==> src/rtl/bp_me_mem_fwd_rr_arbiter_pkg.sv <==
// Shared types and helpers for the BedRock mem_fwd round-robin arbiter.
package bp_me_mem_fwd_rr_arbiter_pkg;

  typedef enum logic {e_arb_idle, e_arb_busy} bp_me_arb_state_e;

  localparam int unsigned max_req_lp = 16;

  // Index width that stays at least one bit wide for a single requester.
  function automatic int unsigned safe_clog2(input int unsigned n);
    return (n <= 1) ? 1 : $clog2(n);
  endfunction

endpackage

==> src/rtl/bp_me_mem_fwd_rr_arbiter_pick.sv <==
// Combinational rotating priority encoder: first valid request at or after ptr_i, wrapping.
module bp_me_mem_fwd_rr_arbiter_pick
  import bp_me_mem_fwd_rr_arbiter_pkg::*;
#(
  parameter int unsigned num_req_p = 4,
  localparam int unsigned lg_lp = safe_clog2(num_req_p)
) (
  input  logic [num_req_p-1:0] req_i,
  input  logic [lg_lp-1:0]     ptr_i,
  output logic [num_req_p-1:0] grant_onehot_o,
  output logic [lg_lp-1:0]     grant_idx_o,
  output logic                 any_v_o
);

  int unsigned      pos;
  logic [lg_lp-1:0] pos_idx;

  always_comb begin
    grant_onehot_o = '0;
    grant_idx_o    = '0;
    any_v_o        = 1'b0;
    pos            = 0;
    pos_idx        = '0;
    for (int unsigned i = 0; i < num_req_p; i++) begin
      pos     = (32'(ptr_i) + i) % num_req_p;
      pos_idx = lg_lp'(pos);
      if (!any_v_o && req_i[pos_idx]) begin
        any_v_o                 = 1'b1;
        grant_idx_o             = pos_idx;
        grant_onehot_o[pos_idx] = 1'b1;
      end
    end
  end

endmodule

==> src/rtl/bp_me_mem_fwd_rr_arbiter.sv <==
// Round-robin arbiter sharing one mem_fwd stream link; the grant is held until the last beat.
module bp_me_mem_fwd_rr_arbiter
  import bp_me_mem_fwd_rr_arbiter_pkg::*;
#(
  parameter int unsigned num_req_p    = 4,
  parameter int unsigned hdr_width_p  = 72,
  parameter int unsigned data_width_p = 64,
  localparam int unsigned lg_num_req_lp = safe_clog2(num_req_p)
) (
  input  logic                              clk_i,
  input  logic                              reset_n_i,
  input  logic [num_req_p*hdr_width_p-1:0]  req_header_i,
  input  logic [num_req_p*data_width_p-1:0] req_data_i,
  input  logic [num_req_p-1:0]              req_v_i,
  input  logic [num_req_p-1:0]              req_last_i,
  output logic [num_req_p-1:0]              req_ready_and_o,
  output logic [hdr_width_p-1:0]            mem_header_o,
  output logic [data_width_p-1:0]           mem_data_o,
  output logic                              mem_v_o,
  output logic                              mem_last_o,
  input  logic                              mem_ready_and_i,
  output logic [lg_num_req_lp-1:0]          grant_id_o,
  output logic                              busy_o
);

  if (num_req_p < 1 || num_req_p > max_req_lp) begin : g_bad_num_req
    $error("num_req_p must be within 1..16");
  end

  bp_me_arb_state_e           state_r, state_n;
  logic [lg_num_req_lp-1:0]   ptr_r, ptr_n;
  logic [lg_num_req_lp-1:0]   lock_r, lock_n;
  logic [lg_num_req_lp-1:0]   grant_r, grant_n;
  logic [lg_num_req_lp-1:0]   cur_idx;
  logic [num_req_p-1:0]       sel_onehot, lock_onehot;
  logic [lg_num_req_lp-1:0]   sel_idx;
  logic                       sel_any;

  function automatic logic [lg_num_req_lp-1:0] next_idx(input logic [lg_num_req_lp-1:0] idx);
    return (32'(idx) + 1 >= num_req_p) ? '0 : idx + lg_num_req_lp'(1);
  endfunction

  bp_me_mem_fwd_rr_arbiter_pick #(.num_req_p(num_req_p)) pick (
    .req_i          (req_v_i),
    .ptr_i          (ptr_r),
    .grant_onehot_o (sel_onehot),
    .grant_idx_o    (sel_idx),
    .any_v_o        (sel_any)
  );

  assign lock_onehot = num_req_p'(1) << lock_r;

  always_ff @(posedge clk_i) begin
    if (!reset_n_i) begin
      state_r <= e_arb_idle;
      ptr_r   <= '0;
      lock_r  <= '0;
      grant_r <= '0;
    end else begin
      state_r <= state_n;
      ptr_r   <= ptr_n;
      lock_r  <= lock_n;
      grant_r <= grant_n;
    end
  end

  // Next state plus the zero-latency beat mux; reset forces the link quiet.
  always_comb begin
    state_n         = state_r;
    ptr_n           = ptr_r;
    lock_n          = lock_r;
    grant_n         = grant_r;
    cur_idx         = sel_idx;
    mem_v_o         = 1'b0;
    req_ready_and_o = '0;
    busy_o          = 1'b0;
    grant_id_o      = grant_r;
    case (state_r)
      e_arb_idle: begin
        cur_idx         = sel_idx;
        mem_v_o         = sel_any;
        req_ready_and_o = sel_onehot & {num_req_p{mem_ready_and_i}};
        if (sel_any) begin
          grant_id_o = sel_idx;
          grant_n    = sel_idx;
          if (mem_ready_and_i) begin
            if (req_last_i[sel_idx]) begin
              ptr_n = next_idx(sel_idx);
            end else begin
              state_n = e_arb_busy;
              lock_n  = sel_idx;
            end
          end
        end
      end
      e_arb_busy: begin
        cur_idx         = lock_r;
        mem_v_o         = req_v_i[lock_r];
        req_ready_and_o = lock_onehot & {num_req_p{mem_ready_and_i}};
        busy_o          = 1'b1;
        grant_id_o      = lock_r;
        grant_n         = lock_r;
        if (req_v_i[lock_r] && mem_ready_and_i && req_last_i[lock_r]) begin
          state_n = e_arb_idle;
          ptr_n   = next_idx(lock_r);
        end
      end
    endcase
    if (!reset_n_i) begin
      mem_v_o         = 1'b0;
      req_ready_and_o = '0;
      busy_o          = 1'b0;
      grant_id_o      = '0;
    end
    mem_last_o   = req_last_i[cur_idx];
    mem_header_o = req_header_i[32'(cur_idx)*hdr_width_p +: hdr_width_p];
    mem_data_o   = req_data_i[32'(cur_idx)*data_width_p +: data_width_p];
  end

  // A locked requester is expected to keep streaming; a bubble is tolerated.
  always_ff @(posedge clk_i) begin
    if (reset_n_i && state_r == e_arb_busy) begin
      assert (req_v_i[lock_r])
        else $warning("locked requester %0d deasserted valid mid-message", lock_r);
    end
  end

  assert property (@(posedge clk_i) disable iff (!reset_n_i)
                   (state_r == e_arb_busy) |-> $stable(mem_header_o))
    else $error("header changed during a locked message");

endmodule

==> config.mk <==
export PLATFORM = sky130hd
export DESIGN_NAME = bp_me_mem_fwd_rr_arbiter
export DESIGN_NICKNAME = d
export VERILOG_FILES = /design/src/rtl/bp_me_mem_fwd_rr_arbiter_pkg.sv /design/src/rtl/bp_me_mem_fwd_rr_arbiter_pick.sv /design/src/rtl/bp_me_mem_fwd_rr_arbiter.sv
export SDC_FILE = /design/constraint.sdc
export NUM_CORES = 1
export LEC_CHECK = 0
export BUFFER_PORTS_ARGS = -buffer_cell sky130_fd_sc_hd__buf_2
export CORE_AREA = 2 2 276 278
export CTS_BUF_LIST = sky130_fd_sc_hd__clkbuf_4 sky130_fd_sc_hd__clkbuf_8
export CTS_CLUSTER_DIAMETER = 40
export DETAILED_ROUTE_END_ITERATION = 8
export DIE_AREA = 0 0 278 280
export PLACE_DENSITY_LB_ADDON = 0.1
export SLEW_MARGIN = 15
export SYNTH_ARGS = -nofsm -noshare
export SYNTH_HDL_FRONTEND = slang
export SYNTH_SLANG_ARGS = --single-unit
==> constraint.sdc <==
create_clock -name clk_i -period 4.4 [get_ports clk_i]
set_input_delay 0.22 -clock clk_i [delete_from_list [all_inputs] [get_ports clk_i]]
set_output_delay 0.22 -clock clk_i [all_outputs]
set_load 0.01 [all_outputs]
# Word level (Yosys, flattened, before mapping)
# Index checks and enable logic that the tools add are counted.
# totals
inputBits	555
regBits	7
out_inout_bits	145
# classes
bitwise	7
n_eq_ne	4
reduce_logical	14
mux	58
multipliers	1
addsub	7
shift	3
magnitude_cmp	13
# op_table
cell	n
$shiftx A288 B10 Y72	1
$shiftx A256 B9 Y64	1
$mux W2	12
$mux W1	23
$lt A2 B3 Y1 const B	7
$mux W4	5
$bmux W1 S2	8
$or A4 B4 Y4	3
$pmux W2 S2	3
$logic_and A1 B1 Y1	9
$and A4 B4 Y4	2
$demux W1 S2	4
$ge A2 B1 Y1 const B	4
$pmux W4 S2	1
$reduce_and A4 Y1	2
$add A2 B1 Y2 const B	3
$add A2 B1 Y3 const B	2
$ge A3 B3 Y1 const B	2
$mul A2 B4 Y6 const B	1
$ne A2 B2 Y1 const B	3
$add A2 B2 Y2 const B	2
$pmux W1 S2	2
$shl A1 B2 Y4 const A	1
$logic_not A1 Y1	3
2 further kinds	3

# Depth between registers and ports, before layout
# Gate-level depths: netlist (run 1).
# depth
word_depth	19
depth_mapped	13

# Modules after synthesis
# Synthesis (run 1) repeated with hierarchy kept, for this count alone.
# unflattened
cells_unflattened	273
area_unflattened_um2	4362.9
# by_module_without_submodules
module	n_inst	area_each_um2	cells_each	seq_area_each_um2
bp_me_mem_fwd_rr_arbiter	1	3941.3	228	140.1
bp_me_mem_fwd_rr_arbiter_pick	1	421.7	45	0.0

# Worst setup path after synthesis (run 1)
# No wires, ideal clock.
# synth_path
path_kind	reg2out
from	register ptr_r[1]
to	output mem_data_o[15]
stages_incl_launch_ff	13
arrival_ns	3.045
t_required_ns	4.180
setup_slack_ns	1.135
path_cell_list	dfxtp_1 buf_2 inv_1 ha_1 buf_2 mux4_2 nor3_2 and3_4 o21ai_4 o21ai_4 buf_12 buf_12 mux4_1
# synth_via
elab_chain_len	14
word_cells_on_any_way	26
cone_classes	add/sub (3); shift (1); mux (16); reduce/logical (6)
# synth_lines
element	line	source
from (decl)	bp_me_mem_fwd_rr_arbiter.sv:31	logic [lg_num_req_lp-1:0] ptr_r, ptr_n;
from (signal assigned)	bp_me_mem_fwd_rr_arbiter.sv:61	ptr_r <= ptr_n;
branches (longest 11 deep; another with $add A2 B1 Y2)	n/a	
$mux W2 *	bp_me_mem_fwd_rr_arbiter_pick.sv:27	if (!any_v_o && req_i[pos_idx]) begin
$pmux W2 S2 *	bp_me_mem_fwd_rr_arbiter.sv:78	case (state_r)
$shiftx A256 B9 Y64 *	bp_me_mem_fwd_rr_arbiter.sv:117	mem_data_o = req_data_i[32'(cur_idx)*data_width_p +: data_width_p];
to (decl)	bp_me_mem_fwd_rr_arbiter.sv:18	output logic [data_width_p-1:0] mem_data_o,
# Mark *: on every way between the ends. The select of a mux whose other input is x is not followed.

# Final worst setup path (run 1)
# layout_path
from	register ptr_r[0]
to	output mem_data_o[11]
# The elaborated chain is that of the path after synthesis.

==> metrics.md, run 1 <==
| Metric | Value |
|---|---|
| Outcome | completed |
| Post-synth top flop | dfxtp_1 |
| Area of the multi-input gates | 0.00409 mm2 |
| Largest net degree at the start of global routing | ~70 |
| Final Net Count | 1544 |
| Leak Pwr | ~4.2 nW |
| Routed Antenna Nets | 0 |
| Largest area contributor in the netlist | mux4_2 |
| RSZ-0062 raised after global routing | no |
| CP Buf/Inv Count | 4 |
| Slowest stage cell, crit path | mux4_2 |
| Fin. Hold Viols | 0 |
| Fillers | slightly below 9000 |
| Critical R2R Capture | ptr_r[1] |
| IO Count | 700 |
| Core Area | 0.0752 mm2 |
| Core Rows | 101 |
| Overall Power | 6.98 mW |
| Worst VDD drop | 364 uV |
| Final TNS setup | 0 ps |
| CP Data Required Time | 4180 ps |
| WS Path Type | reg -> out |
| Crit path DAT | 3670 ps |
| R2r startpoint | ptr_r[0] |
| CTS Buf Count | 3 |
| CTS tree | yes |
| Max Freq | 257 MHz |
| Slew Limit Fails | 0 |
| CP top delay family | multiplexers |
| # port buffers | 699 |
| Yosys warning count | 0 |
| Area growth syn-to-layout | 98.4% |
| Cell variety after synth | 42 |
| Grt ovf | 0 |
| CP Cell Sequence | buf_4 > mux4_2 > nor3_2 > and3_4 > o21ai_4 > o21ai_4 > buf_12 > buf_12 > mux4_2 > buf_2 |
| Type of element capturing the critical path | primary output |
| Seq/Total Area, Yosys | 3.01% |
| R2R depth | 9 |
| Critical Path Fanout Max | 49 |
| Register bit total from synthesis | 7 |
| Avg Inst Size Synth | 15.7 um2 |
| Endpoints failing setup | 0 |
| Post-synth ARST share | 0% |
| Crit-path max cell delay | about 700 ps |
| DR pass1 iterations | 4 |
| Worst Hold Launch | reset_n_i |
| Synthesized Nets | 865 |
| Gp weighted congestion | roughly 0.91 |
| Vias per cell | 3.32 |
| Max clock buf depth | 2 |
| EDFF count, synth | 0 |
| CTS sink cnt | 7 |
| Cts hold-fix bufs | 0 |
| HPWL Detailed | 40500 um |
| Hold Crit Depth | 2 |
| Period Utilization, post-route | 88.5% |
| DIE HEIGHT | 280 um |
| First-pass GRT wire length | 58100 um |
| Slew HR | 57.0% |
| Reg2Reg Setup Slack | 1460 ps |
| GRT Total Usage | 10.6% |
| Synthesized cell area | 0.00466 mm2 |
| Drt first-iter violations | 380 |
| Htree depth | 1 |
| DR WL/cell | 22.8 um |
| Worst Hold End | lock_r[1] |
| HP Class | in -> reg |
| Area of the die | 0.0778 mm2 |
| Post-Synthesis Cells | between 200 and 300 |
| Via count | between 6000 and 7000 |
| Worst Setup Start Kind | flop |
| FF/Latch Area | 140 um2 |
| Clock Skew | 3.15 ps |
| Routed wire length | 44800 um |
| Root Driver | clkbuf_8 |
| Share of layout cells above drive strength 1 | between 80% and 90% |
| Pwr dens | between 700 and 800 mW/mm2 |
| Die W | 278 um |
| Postcts setup bufs | 0 |
| PostCTS Resize Cnt | 0 |
| Ranking of synthesized cells by area | mux4_2 (54%), mux4_1 (17%), buf_12 (6.0%) |
| Clk_lat worst skew | 230 ps |
| Design Area, Final | 0.00924 mm2 |
| DR DRC count | 0 |
| Placed cell areas | 0.00916 mm2 |
| Slew @ Worst Pin | approximately 640 ps |
| Clock transition at path regs | 40 ps |
| Worst path depth | 10 |
| Crit path time final | 3890 ps |
| Starting density of the core | 6.19% |
| Share of the synthesized area in the top cell type | between 50 and 60% |
| Vias in the first global route | 6722 |
| Max-cap violations | 0 |
| Initial antenna violation count | 31 |
## cells in the final DEF, fill, tap and decap left out, drive strengths merged, types with 2 or more instances in the layout
master,synthesis,final
o21ai,10,10
and2,3,3
clkbuf,2,4
mux2,3,3
a222oi,4,4
and3,2,2
nand3b,2,2
buf,37,713
nand2,14,14
diode,0,9
a21oi,14,14
ha,13,13
dfxtp,7,7
mux2i,7,7
o22ai,2,2
inv,6,6
nor2,6,6
mux4,142,142
a211oi,4,4
a221oi,2,2
nor2b,3,3
## report_power, final
part | total [mW] | switching [mW] | leakage [nW] | internal, mW
logic | 6.74 | 3.53 | 4.10 | 3.21
clock network | 0.0986 | 0.0296 | 0.0262 | 0.0690
registers | 0.144 | 0.0534 | 0.0575 | 0.0906
## routing by layer
metal	wire [um]	vias up	global-route usage, %
met5	65	-	0
met4	287	10	0.610
met3	3790	48	3.22
met2	23500	412	19.4
met1	17200	3275	12.7
li1	-	2765	-
## worst register-to-register path: stages (launching register included)
cell      delay (ps)
dfxtp_1          320
inv_1            100
ha_1             430
mux4_2           390
o21bai_1         230
a22o_1           220
a221oi_1         390
mux2i_1          270
a21o_1           260
a311oi_1         230
## how the worst max path moves through the flow
stage,start,endpoint,slack [ps]
6_report,ptr_r[0],mem_data_o[11],510
5_1_grt,ptr_r[0],mem_header_o[55],230
4_1_cts,ptr_r[0],mem_header_o[55],430
3_5_place_dp,ptr_r[0],mem_header_o[55],680
3_3_place_gp,ptr_r[0],mem_data_o[11],690
2_1_floorplan,ptr_r[1],mem_data_o[15],1130
## area by class of cell
cell class	instances	share of cell area (%)
Antenna cell	9	0.244
Clock buffer	4	0.528
Inverter	6	0.244
Multi-Input combinational cell	245	44.2
Sequential cell	7	1.52
Tap cell	978	13.3
Timing Repair Buffer	713	40.0
## stage by stage
stage                     instances  utilization [%]  worst slack (ps)  hold slack (ps)
after floorplan                 297                -              1130              487
after global placement         1949             12.2               690              457
after detailed placement       1949             12.2               676              456
after CTS                      1953             12.3               435              328
after global routing           1956             12.3               227              329
final                          1962             12.3               506              330
## synth_stat cells, types with 2 or more instances
cell and count:
mux4_2 112, mux4_1 30, buf_2 20, a21oi_1 14, buf_12 14, nand2_1 14
ha_1 13, dfxtp_1 7, mux2i_1 7, o21ai_0 7, inv_1 6, nor2_1 6
a211oi_1 4, a222oi_1 4, and2_1 3, mux2_2 3, nor2b_1 3, a221oi_1 2
clkbuf_1 2, nand3b_1 2, o21ai_4 2, o22ai_1 2
## sequential cells by signal (all words and copies together) (netlist names)
signal   count
ptr_r        2
lock_r       2
state_r      1
grant_r      2
## cell families after synthesis
logic type,count (synthesis),synth area share (%)
and+or+nand+nor,36,4.09
xor gates and xnor gates,1,0.188
DFF,7,3.01
adders and majority gates,13,3.49
buffers and inverters,45,9.46
AOI/OAI and AO/OA,43,6.42
muxes,152,73.3
Power figures use the tool's default switching activity.
==> inputs of run 2 (changes only) <==
Settings changed: CELL_PAD_IN_SITES_DETAIL_PLACEMENT set to 0, CELL_PAD_IN_SITES_GLOBAL_PLACEMENT set to 1, CORE_AREA 2 2 276 278 to 2 2 271 273, DIE_AREA 0 0 278 280 to 0 0 273 275.
==> metrics.md, run 2 (synthesized netlist as in run 1, its figures left out) <==
| Metric | Value |
|---|---|
| Leak Pwr | 4.24 nW (was 4.18 nW) |
| Share of layout cells above drive strength 1 | 86.1% (was 85.9%) |
| RSZ-0062 raised after global routing | no (unchanged) |
| Final WS setup | 401 ps (was 506 ps) |
| DR DRC count | 0 (unchanged) |
| Crit path time final | 4000 ps (was 3890 ps) |
| Clk_lat worst skew | 230 ps (about the same) |
| Grt ovf | 0 (unchanged) |
| Comb pwr share | 96.5% (about the same) |
| Vias per cell | 3.28 (was 3.32) |
| DR WL/cell | 24.4 um (was 22.8 um) |
| WS Path Type | reg -> out (unchanged) |
| Met3 usage | 3.46% (was 3.22%) |
| Clock network fraction of total power | 1.5% (was 1.4%) |
| Area growth syn-to-layout | 99.7% (was 98.4%) |
| Clock transition at path regs | 50 ps (was 40 ps) |
| CP Cell Sequence | inv_1 > ha_1 > mux4_2 > nor3_2 > and3_4 > o21ai_4 > o21ai_4 > buf_12 > buf_4 > mux4_1 > buf_2 (was buf_4 > mux4_2 > nor3_2 > and3_4 > o21ai_4 > o21ai_4 > buf_12 > buf_12 > mux4_2 > buf_2) |
| Die W | 273 um (was 278 um) |
| Root Driver | clkbuf_8 (unchanged) |
| DR pass1 iterations | 4 (unchanged) |
| PostCTS Resize Cnt | 0 (unchanged) |
| Vias in the first global route | 6588 (was 6722) |
| CTS Buf Count | 3 (unchanged) |
| Max Freq | 250 MHz (was 257 MHz) |
| Type of element capturing the critical path | primary output (unchanged) |
| CTS tree | yes (unchanged) |
| Net Sw Frac | 50.6% (was 51.8%) |
| R2R depth | 9 (unchanged) |
| Most common cell after layout, fill and taps aside | buf_2 (unchanged) |
| Core Area | 0.0723 mm2 (was 0.0752 mm2) |
| Final TNS setup | 0 ps (unchanged) |
| Crit-path max cell delay | 590 ps (was 680 ps) |
| GRT Max-Usage Layer | met2 (unchanged) |
| HP Class | in -> reg (unchanged) |
| DIE HEIGHT | 275 um (was 280 um) |
| Fillers | 8406 (was 8706) |
| Postcts setup bufs | 0 (unchanged) |
| Htree depth | 1 (unchanged) |
| Setup slack after placement | 622 ps (was 676 ps) |
| Pint | 3.47 mW (was 3.37 mW) |
| Slowest stage cell, crit path | mux4_1 (was mux4_2) |
| Pwr dens | 755 mW/mm2 (was 756 mW/mm2) |
| Endpoints failing setup | 0 (unchanged) |
| Area of the die | 0.0751 mm2 (was 0.0778 mm2) |
| CP Data Required Time | 4180 ps (about the same) |
| Critical Path Fanout Max | 21 (was 49) |
| Initial antenna violation count | 35 (was 31) |
| CTS sink cnt | 7 (unchanged) |
| Fin. Hold Viols | 0 (unchanged) |
| Final Net Count | 1556 (was 1544) |
| Drt first-iter violations | 215 (was 380) |
| Clock Skew | 2.56 ps (was 3.15 ps) |
| Gp weighted congestion | 0.834 (was 0.908) |
| Most common cell on crit path | o21ai_4 |
| Via count | 6402 (was 6510) |
| Sequential share of power | 2.1% (about the same) |
| Worst Setup Start Kind | flop (unchanged) |
| Starting density of the core | 6.44% (was 6.19%) |
| Hold Crit Depth | 2 (unchanged) |
| Worst VDD drop | 387 uV (was 364 uV) |
| Core Rows | 99 (was 101) |
| First-pass GRT wire length | 59700 um (was 58100 um) |
| GRT met1 Usage | 13.2% (was 12.7%) |
| Most frequent cells in the layout | buf_2 (699), mux4_2 (112), mux4_1 (30), buf_4 (19), nand2_1 (14) (was buf_2 (699), mux4_2 (112), mux4_1 (30), nand2_1 (14)) |
| IO Count | 700 (unchanged) |
| Outcome | completed (unchanged) |
| GR Layer Usage met2 | 21.7% (was 19.4%) |
| Top Registers | grant_r x2, lock_r x2, ptr_r x2 (unchanged) |
| GRT Total Usage | 11.5% (was 10.6%) |
| Crit path DAT | 3780 ps (was 3670 ps) |
| Period Utilization, post-route | 90.9% (was 88.5%) |
| Routed wire length | 47700 um (was 44800 um) |
| Max-cap violations | 0 (unchanged) |
| Slew @ Worst Pin | 658 ps (was 644 ps) |
| Cts hold-fix bufs | 0 (unchanged) |
| Slew Limit Fails | 0 (unchanged) |
| Psw | 3.55 mW (was 3.61 mW) |
| Max clock buf depth | 2 (unchanged) |
| Slew HR | 56.1% (was 57.0%) |
| # port buffers | 699 (unchanged) |
| HPWL Detailed | 44000 um (was 40500 um) |
| Largest net degree at the start of global routing | 55 (was 69) |
| Routed Antenna Nets | 0 (unchanged) |
-- run 2: layout make-up --
| class | count | area (um2) | area share [%] |
|---|---|---|---|
| multi-input combinational | 245 | 4090 | 43.9 |
| clock buffer | 4 | 48.8 | 0.525 |
| inverter | 6 | 22.5 | 0.242 |
| antenna | 8 | 20.0 | 0.215 |
| tap | 959 | 1200 | 12.9 |
| timing repair buffer | 725 | 3780 | 40.7 |
| sequential | 7 | 140 | 1.51 |
-- run 2: path summary, 6_finish.rpt --
| kind | startpoint | end | slack [ps] |
|---|---|---|---|
| hold reg to reg | grant_r[0] | grant_r[0] | 460 |
| setup reg to reg | ptr_r[0] | ptr_r[1] | 1210 |
| hold / removal | reset_n_i | lock_r[0] | 330 |
| setup / recovery | ptr_r[0] | mem_header_o[38] | 400 |
-- run 2: worst max-delay path: cells and delay by family, from the launching register on --
| kind | cells | cell delay [ps] |
|---|---|---|
| multiplexers | 2 | 980 |
| AND/OR/NAND/NOR | 2 | 460 |
| flip-flops | 1 | 440 |
| AO/OA/AOI/OAI | 2 | 290 |
| buffers and inverters | 4 | 850 |
| adder cells (fa/ha/maj) | 1 | 460 |
-- run 2: stage by stage --
step                util (%)  std cells  power, mW  hold slack [ps]  cell area, um2
floorplan                  -        297       4.57              487            4660
global placement        12.8       1942       7.22              446            9230
detailed placement      12.8       1942       7.15              452            9230
CTS                     12.8       1946       7.27              324            9280
global route            12.8       1949       7.52              327            9290
finish                  12.9       1954       7.02              330            9300
-- run 2: per-layer routing --
| layer | vias up | share of wire (%) |
|---|---|---|
| met4 | 26 | 0.83 |
| met5 | - | 0.32 |
| met2 | 326 | 53 |
| met3 | 50 | 7.9 |
| met1 | 3208 | 38 |
| li1 | 2792 | - |
-- run 2: power groups by stage --
| stage | Combinational, mW | Sequential (mW) | Clock, mW |
|---|---|---|---|
| final | 6.77 | 0.146 | 0.102 |
| after global routing | 7.25 | 0.156 | 0.113 |
| after CTS | 7.01 | 0.148 | 0.108 |
| after detailed placement | 7.00 | 0.150 | 0 |
| after global placement | 7.07 | 0.152 | 0 |
| after floorplan | 4.45 | 0.120 | 0 |
==> inputs of run 3 (changes only) <==
Settings changed: ABC_AREA set to 1, CORE_AREA 2 2 271 273 to 2 2 272 274, DIE_AREA 0 0 273 275 to 0 0 274 276.
==> metrics.md, run 3 <==
| Metric | Value |
|---|---|
| Post-synth top flop | dfxtp_1 (unchanged) |
| Fillers | 8652 (was 8406) |
| Htree depth | 1 (unchanged) |
| Area growth syn-to-layout | 68.0% (was 99.7%) |
| CP Buf/Inv Count | 4 (unchanged) |
| Comb pwr share | 98.0% (was 96.5%) |
| # port buffers | 699 (unchanged) |
| Slew HR | 54.9% (was 56.1%) |
| Worst path depth | 15 (was 11) |
| HP Class | in -> reg (unchanged) |
| Worst Setup Start Kind | flop (unchanged) |
| Crit path DAT | 3700 ps (was 3780 ps) |
| Hold Crit Depth | 3 (was 2) |
| Max-cap violations | 0 (unchanged) |
| RSZ-0062 raised after global routing | no (unchanged) |
| Most common cell after layout, fill and taps aside | buf_2 (unchanged) |
| CTS sink cnt | 7 (unchanged) |
| Pint | 4.24 mW (was 3.47 mW) |
| Share of the synthesized area in the top cell type | 21.0% (was 54.2%) |
| Core Area | 0.0726 mm2 (was 0.0723 mm2) |
| Endpoints failing setup | 0 (unchanged) |
| Slew Limit Fails | 0 (unchanged) |
| IO Count | 700 (unchanged) |
| Initial antenna violation count | 29 (was 35) |
| Routed Antenna Nets | 0 (unchanged) |
| Avg Inst Size Synth | 5.97 um2 (was 15.7 um2) |
| CP top delay family | simple AND/OR/NAND/NOR gates (was multiplexers) |
| PostCTS Resize Cnt | 0 (unchanged) |
| Routed wire length | 49700 um (was 47700 um) |
| Critical Path Fanout Max | 80 (was 21) |
| Psw | 7.32 mW (was 3.55 mW) |
| GRT Total Usage | 12.3% (was 11.5%) |
| Root Driver | clkbuf_8 (unchanged) |
| DR pass1 iterations | 5 (was 4) |
| Area of the die | 0.0756 mm2 (was 0.0751 mm2) |
| DR DRC count | 0 (unchanged) |
| Final TNS setup | 0 ps (unchanged) |
| Post-Synthesis Cells | 1098 (was 297) |
| Grt ovf | 0 (unchanged) |
| Cell variety after synth | 37 (was 42) |
| Core Rows | 99 (unchanged) |
| Period Utilization, post-route | 89.1% (was 90.9%) |
| Register bit total from synthesis | 7 (unchanged) |
| Postcts setup bufs | 0 (unchanged) |
| Largest area contributor in the netlist | o31ai_2 (was mux4_2) |
| Pwr dens | 1050 mW/mm2 (was 755 mW/mm2) |
| Yosys warning count | 0 (unchanged) |
| Sequential share of power | 1.2% (was 2.1%) |
| CTS Buf Count | 3 (unchanged) |
| CP Cell Sequence | inv_2 > ha_1 > inv_1 > nand3_1 > nand2_2 > nand4_2 > nand2_1 > nand2_2 > nand2_4 > nand2_8 > nand2_8 > buf_12 > nor2_2 > o31ai_2 > buf_2 (was inv_1 > ha_1 > mux4_2 > nor3_2 > and3_4 > o21ai_4 > o21ai_4 > buf_12 > buf_4 > mux4_1 > buf_2) |
| Commonest cells in the netlist | nand2_1 (179), inv_1 (156), a21oi_1 (147) (was mux4_2 (112), mux4_1 (30), buf_2 (20)) |
| Drt first-iter violations | 332 (was 215) |
| Top Registers | grant_r x2, lock_r x2, ptr_r x2 (unchanged) |
| Vias per cell | 3.83 (was 3.28) |
| EDFF count, synth | 0 (unchanged) |
| Cts hold-fix bufs | 0 (unchanged) |
| Fin. Hold Viols | 0 (unchanged) |
| Reg2Reg Setup Slack | 1460 ps (was 1210 ps) |
| Crit path time final | 3920 ps (was 4000 ps) |
| Slew @ Worst Pin | 676 ps (was 658 ps) |
| Clock transition at path regs | 50 ps (about the same) |
| Seq/Total Area, Yosys | 2.14% (was 3.01%) |
| Final Net Count | 2279 (was 1556) |
| DR WL/cell | 18.5 um (was 24.4 um) |
| Hold WS | 348 ps (was 330 ps) |
| Post-synth ARST share | 0% (unchanged) |
| Outcome | completed (unchanged) |
| Worst VDD drop | 501 uV (was 387 uV) |
| First-pass GRT wire length | 69900 um (was 59700 um) |
| Synthesized Nets | 1666 (was 865) |
| Type of element capturing the critical path | primary output (unchanged) |
| Synthesized cell area | 0.00655 mm2 (was 0.00466 mm2) |
| Die W | 274 um (was 273 um) |
| Count leader, synth | nand2_1 (was mux4_2) |
| CTS tree | yes (unchanged) |
| Gp weighted congestion | 0.830 (was 0.834) |
| Max Freq | 255 MHz (was 250 MHz) |
| Leak Pwr | 5.57 nW (was 4.24 nW) |
| Share of layout cells above drive strength 1 | 50.9% (was 86.1%) |
| Clk_lat worst skew | 230 ps (about the same) |
| Most frequent cells in the layout | buf_2 (699), nand2_1 (178), inv_1 (156), a21oi_1 (147), nor2_1 (139) (was buf_2 (699), mux4_2 (112), mux4_1 (30), buf_4 (19), nand2_1 (14)) |
| Slowest stage cell, crit path | dfxtp_1 (was mux4_1) |
| Vias in the first global route | 10300 (was 6588) |
| HPWL Detailed | 41100 um (was 44000 um) |
| Starting density of the core | 9.03% (was 6.44%) |
| Crit-path max cell delay | 550 ps (was 590 ps) |
| WS Path Type | reg -> out (unchanged) |
| DIE HEIGHT | 276 um (was 275 um) |
| Max clock buf depth | 2 (unchanged) |
| Ranking of synthesized cells by area | o31ai_2 (21%), o211ai_1 (14%), a21oi_1 (11%) (was mux4_2 (54%), mux4_1 (17%), buf_12 (6.0%)) |
| Clock network fraction of total power | 0.9% (was 1.5%) |
| CP Data Required Time | 4180 ps (about the same) |
| Via count | 10300 (was 6402) |
| Largest net degree at the start of global routing | 100 (was 55) |
| Net Sw Frac | 63.3% (was 50.6%) |
| R2R depth | 14 (was 9) |
| Clock Skew | 1.92 ps (was 2.56 ps) |
[run 3: path summary, 6_finish.rpt]
check,startpoint,to
setup / recovery,ptr_r[0],mem_header_o[56]
hold / removal,reset_n_i,lock_r[1]
setup reg to reg,ptr_r[0],grant_r[0]
hold reg to reg,grant_r[0],grant_r[0]
[run 3: layout make-up]
cell class | count | area, um2 | share of cell area (%)
inverters | 160 | 603 | 5.48
well taps | 959 | 1200 | 10.9
repair buffers | 716 | 3750 | 34.1
diodes | 13 | 32.5 | 0.296
flip-flops and latches | 7 | 140 | 1.27
multi-input cells | 823 | 5230 | 47.5
clock buffers | 4 | 48.8 | 0.443
[run 3: per-layer routing]
layer / GRT usage (%) / routed length, um
met1: 12.4 / 17600
met2: 24.3 / 26700
met3: 3.67 / 4290
met4: 2.54 / 921
met5: 0 / 163
[run 3: kinds of logic (layout without fill, tap and decap cells)]
| group | after synthesis | in the layout | share of synthesized area, % |
|---|---|---|---|
| compound gates | 441 | 441 | 53.8 |
| simple gates | 369 | 369 | 23.0 |
| buf+inv | 268 | 880 | 18.5 |
| fa+ha+maj | 13 | 13 | 2.48 |
| flops | 7 | 7 | 2.14 |
| other cells | 0 | 13 | 0 |
[run 3: metrics by stage]
step	std cells	power, mW	utilization (%)	worst slack [ps]	area, um2
global placement	2665	12.0	15.0	671	10900
global route	2679	12.8	15.1	107	11000
CTS	2669	11.9	15.1	411	11000
floorplan	1098	7.77	-	1660	6550
detailed placement	2665	11.8	15.0	672	10900
finish	2682	11.6	15.2	481	11000
[run 3: power by group through the flow]
stage	registers, mW	clock network [mW]	logic (mW)
global route	0.142	0.110	12.5
CTS	0.136	0.106	11.7
detailed placement	0.137	0	11.7
global placement	0.137	0	11.8
floorplan	0.107	0	7.66
finish	0.134	0.102	11.3
[run 3: tightest hold or removal path, stage by stage]
cell,delay [ps]
buf_2,190
nand2_1,100
nor2_1,30
